==> config.mk <==
export PLATFORM = sky130hd
export DESIGN_NAME = alu_seq_core
export DESIGN_NICKNAME = d
export VERILOG_FILES = /design/src/rtl/alu_seq_core.sv
export SDC_FILE = /design/constraint.sdc
export NUM_CORES = 1
export LEC_CHECK = 0
export BUFFER_PORTS_ARGS = -buffer_cell sky130_fd_sc_hd__buf_2
export CAP_MARGIN = 40
export CELL_PAD_IN_SITES_DETAIL_PLACEMENT = 1
export CELL_PAD_IN_SITES_GLOBAL_PLACEMENT = 1
export CORE_MARGIN = 8
export CORE_UTILIZATION = 25
export CTS_CLUSTER_SIZE = 20
export DETAILED_ROUTE_END_ITERATION = 10
export GPL_TIMING_DRIVEN = 0
export PLACE_DENSITY = 0.51
export SKIP_LAST_GASP = 1
export SYNTH_ARGS = -nofsm -noshare
export SYNTH_HDL_FRONTEND = slang
export SYNTH_SLANG_ARGS = --single-unit
==> constraint.sdc <==
create_clock -name clk -period 5.9 [get_ports clk]
set_clock_uncertainty 0.15 [all_clocks]
set_input_delay 1.475 -clock clk [delete_from_list [all_inputs] [get_ports clk]]
set_output_delay 1.475 -clock clk [all_outputs]
set_load 0.02 [all_outputs]
==> src/rtl/alu_seq_core.sv <==
// Multi-cycle register-file/ALU core: one instruction at a time, restoring divider, load-immediate.
// Define ALU_SEQ_MUL_ITER_EN to run MUL as a WIDTH-cycle shift-add on the divider path.
module alu_seq_core #(
    parameter int WIDTH    = 8,
    parameter int NUM_REGS = 4,
    localparam int AW      = $clog2(NUM_REGS)
) (
    input  logic             clk,
    input  logic             rst,
    input  logic             instr_valid,
    output logic             instr_ready,
    input  logic [3:0]       instr_op,
    input  logic [AW-1:0]    instr_rd,
    input  logic [AW-1:0]    instr_rs1,
    input  logic [AW-1:0]    instr_rs2,
    input  logic [WIDTH-1:0] instr_imm,
    output logic [WIDTH-1:0] result,
    output logic             result_valid,
    output logic             zero_flag,
    output logic             carry_flag,
    output logic             overflow_flag,
    output logic             div_by_zero,
    input  logic [AW-1:0]    dbg_addr,
    output logic [WIDTH-1:0] dbg_data
);

    localparam int CW = $clog2(WIDTH);

    localparam logic [3:0] OP_ADD = 4'd0;
    localparam logic [3:0] OP_SUB = 4'd1;
    localparam logic [3:0] OP_MUL = 4'd2;
    localparam logic [3:0] OP_DIV = 4'd3;
    localparam logic [3:0] OP_MOD = 4'd4;
    localparam logic [3:0] OP_AND = 4'd5;
    localparam logic [3:0] OP_OR  = 4'd6;
    localparam logic [3:0] OP_XOR = 4'd7;
    localparam logic [3:0] OP_NOT = 4'd8;
    localparam logic [3:0] OP_LDI = 4'd9;

    typedef enum logic [1:0] {IDLE, EXEC, DIV, WB} state_t;

    state_t state, state_n;

    logic [WIDTH-1:0] regs [NUM_REGS];
    logic [3:0]       op_q;
    logic [AW-1:0]    rd_q;
    logic [WIDTH-1:0] imm_q, a_q, b_q, res_q, rem_q, quo_q;
    logic             c_q, v_q, dbz_q;
    logic [CW-1:0]    cnt_q;

    logic             accept, is_divmod, is_nop, b_zero, iter_mul;
    logic [WIDTH:0]   sum, diff, shifted, trial, madd;
    logic [WIDTH-1:0] alu_res, wb_res;
    logic             alu_c, alu_v, wb_carry, div_ge;

    assign accept    = instr_valid && instr_ready;
    assign is_divmod = (op_q == OP_DIV) || (op_q == OP_MOD);
    assign is_nop    = (op_q > OP_LDI);
    assign b_zero    = (b_q == '0);
    assign dbg_data  = regs[dbg_addr];

`ifdef ALU_SEQ_MUL_ITER_EN
    assign iter_mul = (op_q == OP_MUL);
`else
    assign iter_mul = 1'b0;
    logic [2*WIDTH-1:0] prod;
    assign prod = {{WIDTH{1'b0}}, a_q} * {{WIDTH{1'b0}}, b_q};
`endif

    always_ff @(posedge clk or posedge rst) begin
        if (rst) state <= IDLE;
        else     state <= state_n;
    end

    // Ready drops during the result_valid cycle so a new instruction never overlaps the strobe.
    always_comb begin
        state_n     = state;
        instr_ready = 1'b0;
        case (state)
            IDLE: begin
                instr_ready = !result_valid;
                if (accept) state_n = EXEC;
            end
            EXEC: state_n = ((is_divmod && !b_zero) || iter_mul) ? DIV : WB;
            DIV:  if (cnt_q == CW'(WIDTH - 1)) state_n = WB;
            WB:   state_n = IDLE;
            default: state_n = IDLE;
        endcase
    end

    always_comb begin
        sum     = {1'b0, a_q} + {1'b0, b_q};
        diff    = {1'b0, a_q} - {1'b0, b_q};
        alu_res = '0;
        alu_c   = 1'b0;
        alu_v   = 1'b0;
        case (op_q)
            OP_ADD: begin
                alu_res = sum[WIDTH-1:0];
                alu_c   = sum[WIDTH];
                alu_v   = (a_q[WIDTH-1] == b_q[WIDTH-1]) && (alu_res[WIDTH-1] != a_q[WIDTH-1]);
            end
            OP_SUB: begin
                alu_res = diff[WIDTH-1:0];
                alu_c   = diff[WIDTH];
                alu_v   = (a_q[WIDTH-1] != b_q[WIDTH-1]) && (alu_res[WIDTH-1] != a_q[WIDTH-1]);
            end
`ifndef ALU_SEQ_MUL_ITER_EN
            OP_MUL: begin
                alu_res = prod[WIDTH-1:0];
                alu_c   = |prod[2*WIDTH-1:WIDTH];
            end
`endif
            OP_DIV: alu_res = '1;
            OP_MOD: alu_res = a_q;
            OP_AND: alu_res = a_q & b_q;
            OP_OR:  alu_res = a_q | b_q;
            OP_XOR: alu_res = a_q ^ b_q;
            OP_NOT: alu_res = ~a_q;
            OP_LDI: alu_res = imm_q;
            default: alu_res = '0;
        endcase
    end

    // Restoring divide step and shift-add multiply step share the rem_q/quo_q pair.
    always_comb begin
        shifted = {rem_q, quo_q[WIDTH-1]};
        trial   = shifted - {1'b0, b_q};
        div_ge  = !trial[WIDTH];
        madd    = {1'b0, rem_q} + (quo_q[0] ? {1'b0, b_q} : '0);
    end

    always_comb begin
        wb_res   = res_q;
        wb_carry = c_q;
        if (iter_mul) begin
            wb_res   = quo_q;
            wb_carry = |rem_q;
        end else if (!dbz_q && op_q == OP_DIV) begin
            wb_res = quo_q;
        end else if (!dbz_q && op_q == OP_MOD) begin
            wb_res = rem_q;
        end
    end

    always_ff @(posedge clk or posedge rst) begin
        if (rst) begin
            // NOTE: the register file is reset explicitly because a reset must leave every register reading 0.
            for (int i = 0; i < NUM_REGS; i++) regs[i] <= '0;
            op_q          <= '0;
            rd_q          <= '0;
            imm_q         <= '0;
            a_q           <= '0;
            b_q           <= '0;
            res_q         <= '0;
            c_q           <= 1'b0;
            v_q           <= 1'b0;
            dbz_q         <= 1'b0;
            rem_q         <= '0;
            quo_q         <= '0;
            cnt_q         <= '0;
            result        <= '0;
            result_valid  <= 1'b0;
            zero_flag     <= 1'b0;
            carry_flag    <= 1'b0;
            overflow_flag <= 1'b0;
            div_by_zero   <= 1'b0;
        end else begin
            result_valid <= 1'b0;
            case (state)
                IDLE: if (accept) begin
                    op_q  <= instr_op;
                    rd_q  <= instr_rd;
                    imm_q <= instr_imm;
                    a_q   <= regs[instr_rs1];
                    b_q   <= regs[instr_rs2];
                end
                EXEC: begin
                    res_q <= alu_res;
                    c_q   <= alu_c;
                    v_q   <= alu_v;
                    dbz_q <= is_divmod && b_zero;
                    rem_q <= '0;
                    quo_q <= a_q;
                    cnt_q <= '0;
                end
                DIV: begin
                    cnt_q <= cnt_q + 1'b1;
                    if (iter_mul) begin
                        rem_q <= madd[WIDTH:1];
                        quo_q <= {madd[0], quo_q[WIDTH-1:1]};
                    end else begin
                        rem_q <= div_ge ? trial[WIDTH-1:0] : shifted[WIDTH-1:0];
                        quo_q <= {quo_q[WIDTH-2:0], div_ge};
                    end
                end
                WB: begin
                    result_valid <= 1'b1;
                    if (!is_nop) begin
                        regs[rd_q]    <= wb_res;
                        result        <= wb_res;
                        zero_flag     <= (wb_res == '0);
                        carry_flag    <= wb_carry;
                        overflow_flag <= v_q;
                        div_by_zero   <= dbz_q;
                    end
                end
                default: ;
            endcase
        end
    end

endmodule

After elaboration in Yosys (flattened, before gate mapping). Cells that the tools add are included.

Input port bits: 23. Output and inout bits: 22. Register bits: 107. Word-level logic and storage cells: 111.

Add/subtract/negate cells: 4. Bitwise gates (word level): 9. Eq/ne operators: 19. Multipliers: 1. Muxes and demuxes: 27. Reduce and logical (&&, ||, !) cells: 22. Magnitude comparators: 6.

Operator list (number): 8-bit 2-to-1 mux (10); 8-bit case mux with 10 select lines (1); 8-bit binary-select mux with 2-bit select (3); 32-bit bitwise mux (1); 8-bit case mux with 2 select lines (2); 8-bit demux with 2-bit select (1); 4-bit by 3-bit == test with 1-bit output (second input constant) (4); 8-bit zero test (2); 8-bit by 8-bit multiplier with 16-bit output (1); 3-bit >= comparator (second input constant) (4); 2-bit inverter with 3-bit output (4); 8-bit by 8-bit adder with 9-bit output (1); 8-bit by 8-bit subtractor with 9-bit output (1); 9-bit by 8-bit subtractor with 9-bit output (1); 8-bit AND (1); 4-bit by 2-bit == test with 1-bit output (second input constant) (2); 4-bit == test (second input constant) (2); 1-bit logical AND (8); 8-bit inverter (1); 8-bit bitwise OR (1); 2-bit case mux with 4 select lines (1); 8-bit OR reduction (1); 8-bit bitwise XOR (1); 3-bit case mux with 2 select lines (1); 21 further kinds (33).

Depth between registers and ports, before layout. Gate-level depths: netlist of run 1.

Depth after elaboration: 6. Gate-level depth with buffers: 18. Mapped depth without buffers: 17.

Worst setup path after synthesis of run 1. OpenSTA, ideal clock, no wires.

Path kind: register to register. From: register a_q[4]. To: register c_q. Stages on the path, launching flop included: 19. Clock period less this slack: 4.563 ns. Slack: 1.337 ns. Buffers on the path: 1. Data required time: 5.607 ns. Library setup time: 0.143 ns. Data arrival time: 4.270 ns. Path through: dfrtp_1 > clkbuf_1 > inv_1 > nor2_1 > fa_1 > inv_1 > fa_1 > inv_1 > fa_1 > inv_1 > fa_1 > inv_1 > ha_1 > and3_1 > a22oi_1 > a21oi_1 > xor2_1 > a2111oi_0 > a31oi_1.

Cells in the longest elaborated chain, start to end: 3. Elaborated cells on any way between the ends: 5. Classes of those cells: 2 x add/sub; 1 x mul; 1 x mux; 1 x reduce/logical.

RTL lines: start: declaration (line 47) `logic [WIDTH-1:0] imm_q, a_q, b_q, res_q, rem_q, quo_q;`; start signal: assignment (line 175) `a_q <= regs[instr_rs1];`; 8-bit by 8-bit multiplier with 16-bit output (line 67) `assign prod = {{WIDTH{1'b0}}, a_q} * {{WIDTH{1'b0}}, b_q};`; 8-bit OR reduction (line 111) `alu_c = |prod[2*WIDTH-1:WIDTH];`; 1-bit case mux with 3 select lines (*) (line 97) `case (op_q)`; end signal: assignment (line 180) `c_q <= alu_c;`; end: declaration (line 48) `logic c_q, v_q, dbz_q;`.

Mark *: on every way between the ends. The rest lies on a longest branch, timed or not. A chain may end at the register's enable or synchronous reset.

Worst setup path after layout of run 1.
From: register a_q[2]. To: register c_q.

Same word-level chain as after synthesis.

==> results of run 1 <==
## kinds of logic after synthesis
kind of cell	after synthesis	share of synthesized area, %
multiplexers	96	14.9
AO/OA/AOI/OAI	215	15.9
AND/OR/NAND/NOR	242	12.4
XOR/XNOR	10	0.978
adder cells (fa/ha/maj)	113	19.1
buffers and inverters	152	6.76
flip-flops	107	29.9
## final timing paths
kind | start | endpoint | slack (ps) | cells after the start
min reg2reg | res_q[2] | res_q[2] | 340 | 1
min in group asynchronous | rst | regs[29] | 990 | 2
max reg2reg | a_q[2] | c_q | 480 | 16
max | a_q[2] | c_q | 480 | 16
min | res_q[2] | res_q[2] | 340 | 1
max in group asynchronous | rst | rem_q[3] | 3890 | 3
## final cells by class
class | instances | area, µm² | share of cell area, %
sequential | 107 | 2680 | 26.5
tap | 461 | 577 | 5.71
timing repair buffer | 42 | 245 | 2.43
inverter | 112 | 425 | 4.21
multi-input combinational | 676 | 5670 | 56.1
clock inverter | 6 | 83.8 | 0.829
buffer | 40 | 185 | 1.83
clock buffer | 10 | 239 | 2.36
## through the flow
step                      setup WS, ps  setup TNS [ps]  instances
after floorplan                   1340               0        935
after global placement            -245          -23870       1434
after detailed placement           324               0       1438
after CTS                          351               0       1454
after global routing               114               0       1454
final                              483               0       1454
## critical path, stage by stage, from the launching register on
cell,delay (ps)
dfrtp_1,420
clkbuf_1,550
nand2_1,170
fa_1,500
fa_1,540
inv_1,50
fa_1,530
inv_1,50
fa_1,520
inv_1,40
ha_1,350
and3_1,170
a22oi_1,420
a21oi_1,160
xor2_1,160
a2111oi_0,350
a31oi_1,140
## cell usage in the layout (no fill, tap or decap), types with 5 or more instances in the layout
cell type	n
dfrtp_1	107
inv_1	106
nand2_1	92
nor2_1	80
ha_1	74
o21ai_0	69
buf_2	49
a21oi_1	39
fa_1	39
mux2_2	35
mux2i_1	33
mux4_2	26
clkbuf_1	24
a21o_1	10
o2bb2ai_1	10
nor3_1	10
nand3_1	9
clkbuf_16	9
nor2b_1	8
o21a_1	8
nand2b_1	7
o211ai_1	7
o22ai_1	7
xor2_1	7
a211oi_1	6
nand4_1	5
o22a_1	5
a2bb2oi_1	5
a221oi_1	5
## per-layer routing
| metal | GRT usage (%) | vias to the layer above |
|---|---|---|
| li1 | - | 3378 |
| met4 | 4.11 | 0 |
| met5 | 0 | - |
| met2 | 24.1 | 114 |
| met1 | 19.6 | 3650 |
| met3 | 1.67 | 33 |
## flip-flops by register name (all words and copies together), names as in the netlist, 2 cells and up
signal	count
quo_q	8
imm_q	8
result	8
a_q	8
regs	32
rem_q	8
rd_q	2
b_q	8
res_q	8
cnt_q	3
op_q	4
state	2
## where the power goes
| group | internal [mW] | total [mW] | switching, mW |
|---|---|---|---|
| logic | 1.21 | 3.14 | 1.93 |
| clock network | 0.351 | 0.660 | 0.310 |
| registers | 1.02 | 1.35 | 0.334 |
==> run_results.csv, run 1 <==
group,metric,value,unit
yosys,synth_top_area_cell,"dfrtp_1",
route,met1_length,14300,µm
clocking,numClockSinks,107,
sta,slew_violations,0,
floorplan,num_rows,69,
pwr,leakagePower,4.50,nW
floorplan,core,35400,µm²
clocking,clk_latency,360,ps
clocking,cts_resized,0,
grt,grt_pass1_vias,7748,
final_layout,final_area,10100,µm²
yosys,yosys_warnings,0,
clocking,h-tree-depth,3,
placed_design,dp_hpwl,23100,µm
grt,overflow,0,
grt,grt_first_pass_wirelength,47100,µm
floorplan,die_height,205,µm
final_layout,diodes,0,
pwr,power,5.16,mW
yosys,synth_common_cells,"dfrtp_1 (107), inv_1 (107), nand2_1 (92)",
clocking,cts_tree,"yes",
setup_path,cp_max_fo,8,
clocking,cts_setup_buffers,0,
clocking,hold_buffers,0,
yosys,syn-num-nets,1071,
floorplan,dieArea,42100,µm²
min_path,min-delay-path-class,"flip-flop to flip-flop",
setup_path,critPathRequiredTime,5970,ps
grt,grt_use_total,14.5,%
route,top_layer,"met4",
route,wl_met2,14200,µm
grt,antenna_found_initial,0,
sta,finalCritPeriodShare,91.8,%
yosys,postSynthAreaPerCell,9.58,µm²
pwr,vdd_drop_max,188,µV
status,status,"finished, final reports clean",
sta,tightest_slew,890,ps
sta,min_period,5420,ps
sta,setup_violations,0,
yosys,synth_top_area_share,29.9,%
floorplan,die_w,205,µm
setup_path,critical_path_class,"flip-flop to flip-flop",
clocking,clk_path_buf_depth,2,
flow_run,drv_cap,0,
clocking,clockRootBuffer,"clkbuf_16",
placed_design,postPlaceCellArea,9780,µm²
route,first_iter_violations,289,
route,dr.pass1.iters,5,
route,antenna_left,0,
yosys,netlist_instances,935,
yosys,synth_area,8960,µm²
sta,max_freq,185,MHz
route,drc,0,
pwr,powerDensity,510,nW/µm²
setup_path,endpoint_kind,"flip-flop",
sta,holdWs,340,ps
route,avgViaCountPerCell,4.93,
grt,grt_max_degree,65,
final_layout,syn_to_final_growth,12.8,%
placed_design,io_buffer_count,38,
yosys,ys_types,82,
yosys,synth_edf_count,0,
setup_path,start_kind,"flip-flop",
route,routedWlPerCell,20.6,µm
yosys,synthTopCellsByArea,"dfrtp_1 (30%), ha_1 (10%), fa_1 (8.7%), mux4_2 (6.5%), inv_1 (4.5%)",
sta,rsz0062_at_grt,"no",
yosys,synth-seq-cells,107,
clocking,path_clk_slew,80,ps
placed_design,place.gp.congestion,0.835,
floorplan,start_util,25.3,%
final_layout,post-route-util,28.6,%
floorplan,ios,45,
yosys,yosysSeqAreaShare,29.9,%
sta,finalHoldViolations,0,
final_layout,layout.nets,1124,
route,vias,7175,
final_layout,fillCellCount,4106,
yosys,synth_ff_type,"dfrtp_1",
route,routed-wl-met3,745,µm
clocking,cts_buffers,9,
route,drt-total-wl,29900,µm
final_layout,drive_gt1_share,15.1,%
sta,slew-limit-headroom,40.2,%
setup_path,crit_arrival,5480,ps
yosys,synthArstFlopShare,100,%
No activity file was read; power rests on OpenSTA's default activity.
==> run 2, diff against run 1 <==
--- a/config.mk
+++ b/config.mk
@@ -13,8 +13,7 @@
 export CORE_UTILIZATION = 25
 export CTS_CLUSTER_SIZE = 20
 export DETAILED_ROUTE_END_ITERATION = 10
-export GPL_TIMING_DRIVEN = 0
-export PLACE_DENSITY = 0.51
+export PLACE_DENSITY = 0.48
 export SKIP_LAST_GASP = 1
 export SYNTH_ARGS = -nofsm -noshare
 export SYNTH_HDL_FRONTEND = slang
==> constraint.sdc (replaced) <==
create_clock -name clk -period 5.1 [get_ports clk]
set_clock_uncertainty 0.15 [all_clocks]
set_input_delay 1.275 -clock clk [delete_from_list [all_inputs] [get_ports clk]]
set_output_delay 1.275 -clock clk [all_outputs]
set_load 0.02 [all_outputs]
==> run_results.csv, run 2 (same netlist as run 1, synthesis figures left out) <==
group,metric,value,unit
grt,grt_first_pass_wirelength,47900,µm
flow_run,drv_cap,0,
final_layout,regArea,2680,µm²
clocking,numClockSinks,107,
placed_design,dp_hpwl,23900,µm
status,status,"finished, final reports clean",
sta,finalSetupTns,0,ps
placed_design,postPlaceCellArea,9850,µm²
final_layout,syn_to_final_growth,13.4,%
floorplan,num_rows,69,
floorplan,die_w,205,µm
clocking,clk_latency,360,ps
setup_path,endpoint_kind,"flip-flop",
grt,grt_pass1_vias,7713,
sta,finalCritPeriodShare,94.2,%
sta,slew_violations,0,
final_layout,fillCellCount,4117,
placed_design,dp_slack,21.3,ps
sta,holdWs,333,ps
min_path,min-delay-path-class,"flip-flop to flip-flop",
setup_path,critical_path_class,"flip-flop to flip-flop",
route,vias,7050,
setup_path,start_kind,"flip-flop",
clocking,cts_setup_buffers,0,
final_layout,largest_register_ffs,32,
sta,min_period,4800,ps
setup_path,cp_max_fo,7,
sta,tightest_slew,859,ps
route,avgViaCountPerCell,4.87,
floorplan,die_height,205,µm
clocking,cts_buffers,9,
sta,finalHoldViolations,0,
clocking,clk_path_buf_depth,2,
route,dr.pass1.iters,4,
placed_design,io_buffer_count,44,
pwr,vdd_drop_max,236,µV
route,routedWlPerCell,20.7,µm
grt,grt_max_degree,58,
clocking,h-tree-depth,3,
sta,finalWorstSetupSlack,297,ps
final_layout,drive_gt1_share,17.4,%
sta,slew-limit-headroom,42.8,%
final_layout,diodes,0,
route,drc,0,
pwr,leakagePower,4.55,nW
clocking,cts_tree,"yes",
final_layout,layout.nets,1118,
grt,grt_use_total,14.6,%
clocking,cts_resized,0,
floorplan,start_util,25.3,%
pwr,power,5.94,mW
sta,rsz0062_at_grt,"no",
setup_path,crit_arrival,4880,ps
placed_design,placed_cells_incl_taps,1432,
final_layout,post-route-util,28.7,%
setup_path,critPathRequiredTime,5180,ps
final_layout,stdcell_count,1448,
floorplan,ios,45,
route,drt-total-wl,29900,µm
sta,max_freq,208,MHz
final_layout,regMostFlops,"regs",
grt,overflow,0,
clocking,clockRootBuffer,"clkbuf_16",
clocking,hold_buffers,0,
grt,antenna_found_initial,2,
final_layout,final_area,10200,µm²
pwr,powerDensity,585,nW/µm²
final_layout,final_cell_mix,"dfrtp_1 (107), inv_1 (106), nand2_1 (92), nor2_1 (80), ha_1 (74)",
clocking,path_clk_slew,80,ps
floorplan,core,35400,µm²
route,antenna_left,0,
route,first_iter_violations,399,
floorplan,dieArea,42100,µm²
final_layout,layout_commonest_cell,"dfrtp_1",
sta,setup_violations,0,
placed_design,place.gp.congestion,0.845,
final_layout,multiInputGateArea,5690,µm²
## run 2: changes by cell type in the layout (fill, tap and decap cells not counted), moves of 2 or more
cell,change
buf_1,-2
buf_2,-4
buf_4,+26
buf_6,-4
clkbuf_1,-24
clkinv_4,-2
clkinvlp_4,+2
## run 2: path summary, 6_finish.rpt
kind                       depth (start not counted)  startpoint         to  slack [ps]
hold reg to reg                                    2   result[7]  result[7]         330
hold / removal                                     2   result[7]  result[7]         330
min in group asynchronous                          2         rst   regs[22]         680
setup reg to reg                                  14      a_q[4]        c_q         300
setup / recovery                                  14      a_q[4]        c_q         300
max in group asynchronous                          4         rst   imm_q[7]        3270
## run 2: metal layers
metal | global-route usage, % | vias up | wire length [µm]
met3 | 1.56 | 24 | 716
met4 | 3.14 | 0 | 375
li1 | - | 3367 | -
met2 | 24.0 | 84 | 14200
met5 | 0 | - | 0
met1 | 20.6 | 3575 | 14600
## run 2: layout make-up
| type | count | area share, % |
|---|---|---|
| Clock inverter | 5 | 0.431 |
| Sequential cell | 107 | 26.4 |
| Tap cell | 461 | 5.68 |
| Timing Repair Buffer | 76 | 4.90 |
| Inverter | 112 | 4.16 |
| Clock buffer | 11 | 2.49 |
| Multi-Input combinational cell | 676 | 56.0 |
## run 2: power breakdown
part	internal, mW	switching, mW
combinational	1.45	2.24
sequential	1.18	0.344
clock	0.366	0.358
total	3.00	2.95
## run 2: worst max-delay path: stages (launching register included)
cell and delay [ps]:
dfrtp_1 460, ha_1 360, fa_1 520, inv_1 50, fa_1 460, fa_1 520, fa_1 540, inv_1 40
ha_1 330, o21a_1 230, o21ai_0 170, a22oi_1 130, mux2i_1 150, a2111oi_1 420, a31oi_1 140
==> run 3, diff against run 2 <==
--- a/config.mk
+++ b/config.mk
@@ -13,7 +13,7 @@
 export CORE_UTILIZATION = 25
 export CTS_CLUSTER_SIZE = 20
 export DETAILED_ROUTE_END_ITERATION = 10
-export PLACE_DENSITY = 0.48
+export PLACE_DENSITY_LB_ADDON = 0.1
 export SKIP_LAST_GASP = 1
 export SYNTH_ARGS = -nofsm -noshare
 export SYNTH_HDL_FRONTEND = slang
==> constraint.sdc (replaced) <==
create_clock -name clk -period 4.2 [get_ports clk]
set_clock_uncertainty 0.15 [all_clocks]
set_input_delay 1.05 -clock clk [delete_from_list [all_inputs] [get_ports clk]]
set_output_delay 1.05 -clock clk [all_outputs]
set_load 0.02 [all_outputs]
==> run_results.csv, run 3 (same netlist as run 1, synthesis figures left out) <==
group,metric,value,unit
setup_path,endpoint_kind,"flip-flop",
final_layout,final_cell_mix,"dfrtp_1 (101), inv_1 (94), nand2_1 (92), buf_4 (80), nor2_1 (77)",
final_layout,multiInputGateArea,5840,µm²
final_layout,layout.nets,1172,
pwr,powerDensity,708,nW/µm²
min_path,min_path_cells,2,
sta,slew-limit-headroom,42.3,%
pwr,pwr-share-clk,12.3,%
final_layout,layout_commonest_cell,"dfrtp_1",
setup_path,setup.worst_path.end,"c_q",
setup_path,reg2reg_depth,14,
setup_path,r2r-end,"c_q",
final_layout,drive_gt1_share,25.7,%
grt,antenna_found_initial,1,
route,dr.pass1.iters,5,
floorplan,num_rows,69,
pwr,vdd_drop_max,289,µV
route,routedWlPerCell,20.9,µm
route,drc,0,
route,drt-total-wl,31400,µm
sta,holdWs,330,ps
route,avgViaCountPerCell,4.83,
final_layout,final_area,10800,µm²
clocking,path_clk_slew,90,ps
pwr,leakagePower,4.82,nW
setup_path,crit_arrival,4530,ps
pwr,seqPwrFrac,24.6,%
sta,tightest_slew,858,ps
final_layout,largest_register_ffs,32,
clocking,hold_buffers,0,
sta,slew_violations,0,
min_path,min-delay-path-class,"flip-flop to flip-flop",
final_layout,diodes,0,
clocking,clk_path_buf_depth,2,
grt,grt_max_degree,55,
status,status,"complete, but fails checks",
clocking,cts_tree,"yes",
floorplan,core,35400,µm²
placed_design,io_buffer_count,44,
clocking,clk_latency,370,ps
pwr,internal_power,3.92,mW
status,violations,"negative setup slack",
sta,setup_violations,2,
grt,grt_pass1_vias,7826,
route,antenna_left,0,
sta,finalCritPeriodShare,105,%
final_layout,fillCellCount,4092,
final_layout,syn_to_final_growth,20.1,%
setup_path,critPathRequiredTime,4300,ps
grt,grt_use_total,15.2,%
placed_design,place.gp.congestion,0.814,
floorplan,dieArea,42100,µm²
flow_run,drv_cap,0,
grt,overflow,0,
clocking,cts_buffers,9,
grt,grt_first_pass_wirelength,48500,µm
clocking,h-tree-depth,3,
floorplan,start_util,25.3,%
setup_path,critical_path_class,"flip-flop to flip-flop",
setup_path,start_kind,"flip-flop",
pwr,combinationalPowerShare,63.1,%
pwr,p_switching,3.69,mW
route,first_iter_violations,277,
placed_design,postPlaceCellArea,10300,µm²
sta,finalHoldViolations,0,
sta,finalWorstSetupSlack,-225,ps
pwr,switching_share,48.5,%
clocking,clockRootBuffer,"clkbuf_16",
floorplan,die_height,205,µm
placed_design,dp_hpwl,24800,µm
final_layout,stdcell_count,1502,
final_layout,regArea,2690,µm²
setup_path,cp_max_fo,3,
floorplan,ios,45,
setup_path,r2r-start,"a_q[4]",
setup_path,crit_start,"a_q[4]",
placed_design,placed_cells_incl_taps,1482,
setup_path,r2r_slack,-230,ps
final_layout,regMostFlops,"regs",
pwr,power,7.62,mW
clocking,numClockSinks,107,
sta,min_period,4430,ps
sta,max_freq,226,MHz
sta,rsz0062_at_grt,"yes",
floorplan,die_w,205,µm
route,vias,7262,
==> run 3: cell types whose count changed in the layout (fill, tap and decap cells not counted), sizes merged <==
cell	change
buf	+54
bufinv	+1
clkbuf	-1
clkinv	-1
inv	+1
==> run 3: stage by stage <==
| step | util, % | setup slack (ps) | setup TNS (ps) |
|---|---|---|---|
| floorplan | - | -89.9 | -274 |
| global placement | 29.0 | -219 | -332 |
| detailed placement | 29.1 | -302 | -568 |
| CTS | 30.1 | -180 | -180 |
| global route | 30.4 | -367 | -633 |
| finish | 30.4 | -225 | -240 |
==> run 3: layout make-up <==
type	instances	area share, %
clock buffer	10	2.22
clock inverter	6	0.663
inverter	112	3.95
multi-input combinational	676	54.3
sequential	107	25.0
tap	461	5.36
timing repair buffer	130	8.57
==> run 3: worst min path at each step <==
| stage | startpoint | end | slack [ps] |
|---|---|---|---|
| 5_1_grt | res_q[3] | res_q[3] | 370 |
| 3_5_place_dp | result[7] | result[7] | 320 |
| 3_3_place_gp | result[7] | result[7] | 320 |
| 2_1_floorplan | res_q[1] | res_q[1] | 300 |
| 4_1_cts | result[7] | result[7] | 340 |
| 6_report | result[7] | result[7] | 330 |
==> run 3: repair_timing <==
action	4_1_cts	5_1_grt
gates resized for setup	12	19
pin swaps	4	11
buffers inserted	1	4
setup endpoints to repair	3	5
==> run 3: worst max-delay path: stages, from the launching register on <==
cell	delay (ps)
dfrtp_1	440
ha_2	230
fa_1	490
inv_1	50
fa_1	500
fa_1	440
fa_1	540
inv_1	40
ha_1	310
o21a_1	230
o211ai_1	270
a21oi_2	70
buf_4	140
a2111oi_2	280
a31oi_1	130
==> run 3: power by group through the flow <==
stage	clock, mW	sequential, mW	combinational, mW
finish	0.934	1.88	4.81
global route	1.01	1.94	5.34
CTS	0.973	1.87	4.81
detailed placement	0	1.89	4.77
global placement	0	1.88	4.76
floorplan	0	1.79	3.14
==> run 3: routing by layer <==
metal,routed length (µm),global-route usage (%),share of wire [%],up-vias
met5,0,0,0,-
met4,397,3.34,1.3,0
li1,-,-,-,3474
met3,1010,2.79,3.2,19
met2,14800,25.1,47,80
met1,15100,20.4,48,3689
